==> src/rtl/uart_tx_arbiter.sv <==
// Round-robin arbiter sharing one UART transmitter among NUM_REQ byte-stream requesters, packet-locked.
// Optional tag byte per packet when UART_ARB_TAG_EN is defined.
module uart_tx_arbiter #(
  parameter int                NUM_REQ  = 4,
  parameter int                DATA_W   = 8,
  parameter logic [DATA_W-1:0] TAG_BASE = 8'hF0
) (
  input  logic                      CLK100MHZ,
  input  logic                      ck_rst,
  input  logic [NUM_REQ-1:0]        req_valid,
  input  logic [NUM_REQ-1:0]        req_last,
  input  logic [NUM_REQ*DATA_W-1:0] req_data,
  output logic [NUM_REQ-1:0]        req_ready,
  output logic [NUM_REQ-1:0]        grant,
  output logic                      active,
  output logic [DATA_W-1:0]         tx_data,
  output logic                      tx_start,
  input  logic                      tx_busy
);

  localparam int IDX_W = (NUM_REQ > 1) ? $clog2(NUM_REQ) : 1;

  localparam logic [2:0] S_IDLE      = 3'd0;
`ifdef UART_ARB_TAG_EN
  localparam logic [2:0] S_TAG       = 3'd1;
`endif
  localparam logic [2:0] S_FETCH     = 3'd2;
  localparam logic [2:0] S_START     = 3'd3;
  localparam logic [2:0] S_WAIT_ACK  = 3'd4;
  localparam logic [2:0] S_WAIT_DONE = 3'd5;

  logic [2:0]        state;
  logic [IDX_W-1:0]  last_idx;
  logic              last_flag;

  logic              pick_found;
  logic [IDX_W-1:0]  pick_idx;
  int                cand;

  logic              sel_valid;
  logic              sel_last;
  logic [DATA_W-1:0] sel_data;

  function automatic logic [NUM_REQ-1:0] idx_to_onehot(input logic [IDX_W-1:0] idx);
    return NUM_REQ'(1) << idx;
  endfunction

  // Scan downward in distance so the nearest valid requester after last_idx wins.
  always_comb begin
    pick_found = 1'b0;
    pick_idx   = '0;
    cand       = 0;
    for (int k = NUM_REQ; k >= 1; k--) begin
      cand = (int'(last_idx) + k) % NUM_REQ;
      if (req_valid[IDX_W'(cand)]) begin
        pick_found = 1'b1;
        pick_idx   = IDX_W'(cand);
      end
    end
  end

  // last_idx doubles as the index of the current owner while a packet is active.
  assign sel_valid = req_valid[last_idx];
  assign sel_last  = req_last[last_idx];
  assign sel_data  = req_data[int'(last_idx)*DATA_W +: DATA_W];

  assign req_ready = (state == S_FETCH) ? grant : '0;
  assign tx_start  = (state == S_START);
  assign active    = (state != S_IDLE);

  always_ff @(posedge CLK100MHZ or negedge ck_rst) begin
    if (!ck_rst) begin
      state     <= S_IDLE;
      last_idx  <= IDX_W'(NUM_REQ - 1);
      grant     <= '0;
      tx_data   <= '0;
      last_flag <= 1'b0;
    end else begin
      case (state)
        S_IDLE: begin
          if (pick_found) begin
            grant    <= idx_to_onehot(pick_idx);
            last_idx <= pick_idx;
`ifdef UART_ARB_TAG_EN
            state    <= S_TAG;
`else
            state    <= S_FETCH;
`endif
          end
        end
`ifdef UART_ARB_TAG_EN
        S_TAG: begin
          tx_data   <= TAG_BASE | DATA_W'(last_idx);
          last_flag <= 1'b0;
          state     <= S_START;
        end
`endif
        S_FETCH: begin
          if (sel_valid) begin
            tx_data   <= sel_data;
            last_flag <= sel_last;
            state     <= S_START;
          end
        end
        S_START: state <= S_WAIT_ACK;
        S_WAIT_ACK: begin
          if (tx_busy) state <= S_WAIT_DONE;
        end
        S_WAIT_DONE: begin
          if (!tx_busy) begin
            if (last_flag) begin
              grant <= '0;
              state <= S_IDLE;
            end else begin
              state <= S_FETCH;
            end
          end
        end
        default: state <= S_IDLE;
      endcase
    end
  end

endmodule

==> config.mk <==
export PLATFORM = sky130hd
export DESIGN_NAME = uart_tx_arbiter
export DESIGN_NICKNAME = d
export VERILOG_FILES = /design/src/rtl/uart_tx_arbiter.sv
export SDC_FILE = /design/constraint.sdc
export NUM_CORES = 1
export LEC_CHECK = 0
export BUFFER_PORTS_ARGS = -buffer_cell sky130_fd_sc_hd__buf_2
export CAP_MARGIN = 5
export CORE_MARGIN = 5
export CORE_UTILIZATION = 47
export DETAILED_ROUTE_END_ITERATION = 8
export MAX_ROUTING_LAYER = met4
export PLACE_DENSITY = 0.92
export SYNTH_ARGS = -nofsm -noshare
export SYNTH_HDL_FRONTEND = slang
export SYNTH_SLANG_ARGS = --single-unit
==> constraint.sdc <==
create_clock -name CLK100MHZ -period 3 [get_ports CLK100MHZ]
set_input_delay 0.15 -clock CLK100MHZ [delete_from_list [all_inputs] [get_ports CLK100MHZ]]
set_output_delay 0.15 -clock CLK100MHZ [all_outputs]
set_load 0.01 [all_outputs]
==> impl_metrics.csv <==
group,metric,value,unit
logic_synthesis,yosysUniqueCellTypes,33,
logic_synthesis,synth_top_area_share,35.4,%
routing,num_vias,992,
logic_synthesis,synth_common_cells,"16 x dfrtp_1, 9 x mux4_1, 7 x mux2_2",
grt,grt_pass1_wl,4.72,mm
critical_path,start_kind,"flip-flop",
grt,track_usage,18.6,%
timing,setup_violations,0,
critical_path,reg2reg_depth,3,
grt,grt_pass1_vias,1074,
floorplanning,die_area,3480,sq um
timing,slew_headroom,69.6,%
timing,finClkSkew,0.00717,ns
worst_hold_path,holdPathStages,2,
routing,wire_per_inst,17.5,um
logic_synthesis,synth_seq_cells,18,
logic_synthesis,synthCells,85,
clocking,cts_root_buf,"clkbuf_4",
finish,final_nets,190,
clocking,cts_max_path_buffers,2,
critical_path,arrival,2.15,ns
placement,io_buffers,60,
worst_hold_path,min_path_type,"in2reg",
routing,wl,3.05,mm
logic_synthesis,synth_edf_count,0,
floorplanning,ios,61,
routing,drtPass1Iterations,4,
floorplanning,initial_core_util,50.1,%
clocking,cts_made_buffers,3,
logic_synthesis,synth_area_leader_cell,"dfrtp_1",
critical_path,end_kind,"flip-flop",
floorplanning,fp.dieH,59.0,um
grt,grt_max_degree,19,
logic_synthesis,synth_area,1130,sq um
routing,ant_nets,0,
status,status,"finished clean",
floorplanning,coreArea,2250,sq um
timing,fmax,511,MHz
logic_synthesis,async_reset_ff_share,100,%
clocking,cts_resized,0,
logic_synthesis,netlist_top_cells_area,"dfrtp_1 35%, mux4_1 21%, mux2_2 7.0%",
logic_synthesis,ys.flop_type,"dfrtp_1",
routing,initialDrtViolationCount,25,
finish,diodes,0,
pwr,ir_drop,0.525,mV
clocking,cts_tree,"yes",
clocking,clock_latency,0.30,ns
placement,gp_congestion,0.749,
timing,worst_pin_slew,0.455,ns
critical_path,worst_ep_required_time,3.20,ns
critical_path,cp_slowest_cell,"dfstp_2",
clocking,path_clk_slew,0.11,ns
critical_path,cp_cell_sequence,"mux4_2, nand3_4, mux2_2",
pwr,power_density,902,nW/um^2
pwr,power.leakage,0.741,nW
finish,syn_to_final_growth,31.1,%
timing,maxSlewViolCount,0,
finish,fillers,181,
clocking,postCtsSetupBuffers,0,
finish,fin_area,1480,sq um
timing,fin_setup_tns,0,ns
timing,fin_crit,1.96,ns
critical_path,crit_family,"multiplexers",
placement,hpwl,2.35,mm
clocking,htree_levels,1,
logic_synthesis,syn_nets,128,
routing,drcViolationCount,0,
floorplanning,die_w,59.0,um
critical_path,cp.depth,3,
routing,viasPerCell,5.70,
grt,antenna_found_initial,0,
critical_path,worst-path-max-fanout,14,
critical_path,cpPeakStageDelay,0.75,ns
timing,hold_viol,0,
flow_run,drv_cap,0,
timing,fin_crit_sh,65.2,%
critical_path,worst-path-buf-inv,0,
grt,grt-ovfl-total,0,
finish,seq_area,453,sq um
critical_path,crit_type,"reg2reg",
finish,drive_gt1_share,53.4,%
logic_synthesis,synth.most_common_cell,"dfrtp_1",
logic_synthesis,yosys_warnings,0,
logic_synthesis,ys_seq_area_share,40.1,%
placement,placed_cell_area,1440,sq um
clocking,cts_hold_buf,1,
timing,rsz0062_at_grt,"false",
finish,multi_input_area,621,sq um
clocking,cts_num_sinks,18,
floorplanning,row_count,17,
logic_synthesis,syn_avg_cell_area,13.3,sq um
sequential cells by signal, indices dropped and copies added (netlist names):
name / flops
grant: 4
last_flag: 1
last_idx: 2
state: 3
tx_data: 8
metal layers:
layer | global-route usage (%) | vias up | share of wire, %
li1 | - | 467 | -
met1 | 17.8 | 495 | 35
met3 | 3.05 | 6 | 2.8
met5 | - | - | 0
met4 | 6.15 | 0 | 1.3
met2 | 36.8 | 24 | 61
stage by stage:
| step | std cells | setup slack (ns) | utilization [%] | hold WS (ns) | power [W] |
|---|---|---|---|---|---|
| finish | 174 | 1.04 | 65.7 | 0.0688 | 0.00134 |
| global route | 174 | 0.968 | 65.7 | 0.0503 | 0.00143 |
| floorplan | 85 | 1.26 | - | -0.146 | 0.000978 |
| global placement | 169 | 1.08 | 63.7 | 0.0840 | 0.00114 |
| CTS | 174 | 1.02 | 65.7 | 0.0693 | 0.00134 |
| detailed placement | 169 | 1.03 | 63.7 | 0.0999 | 0.00119 |
cells in the final DEF (no fill, tap or decap), drive strengths merged, types with 2 or more instances in the layout:
cell,netlist,routed
mux4,10,10
nor2,4,4
dfrtp,16,16
o2bb2ai,2,2
a32o,2,2
or2,2,2
nand2,2,2
buf,2,60
o21ai,3,3
clkbuf,2,4
a221oi,2,2
mux2,9,9
inv,7,7
nand2b,2,2
and3,4,4
dfstp,2,2
report_power, final:
part           switching [W]  internal, W
clock              0.0000788    0.0000741
sequential          0.000146     0.000373
combinational       0.000293     0.000372
layout make-up:
| type | instances | share of cell area [%] |
|---|---|---|
| timing repair buffer | 61 | 20.9 |
| inverter | 7 | 1.77 |
| clock buffer | 4 | 2.45 |
| sequential | 18 | 30.6 |
| tap | 28 | 2.36 |
| multi-input combinational | 56 | 41.9 |
final timing paths:
| path | from | end | slack (ns) |
|---|---|---|---|
| max | last_idx[0]$_DFFE_PN1P_ | tx_data[2]$_DFFE_PN0P_ | 1.04 |
| min | tx_busy | state[1]$_DFFE_PN0P_ | 0.07 |
| max reg2reg | last_idx[0]$_DFFE_PN1P_ | tx_data[2]$_DFFE_PN0P_ | 1.04 |
| min reg2reg | tx_data[7]$_DFFE_PN0P_ | tx_data[7]$_DFFE_PN0P_ | 0.51 |
| max in group asynchronous | ck_rst | last_idx[0]$_DFFE_PN1P_ | 2.38 |
| min in group asynchronous | ck_rst | tx_data[5]$_DFFE_PN0P_ | 0.29 |
cells by family after synthesis:
| group | after synthesis | share of synthesized area (%) |
|---|---|---|
| muxes | 19 | 31.9 |
| and+or+nand+nor | 20 | 10.9 |
| AOI/OAI and AO/OA | 17 | 12.2 |
| DFF | 18 | 40.1 |
| buffers and inverters | 11 | 4.98 |
(Power assumes the default switching activity.)
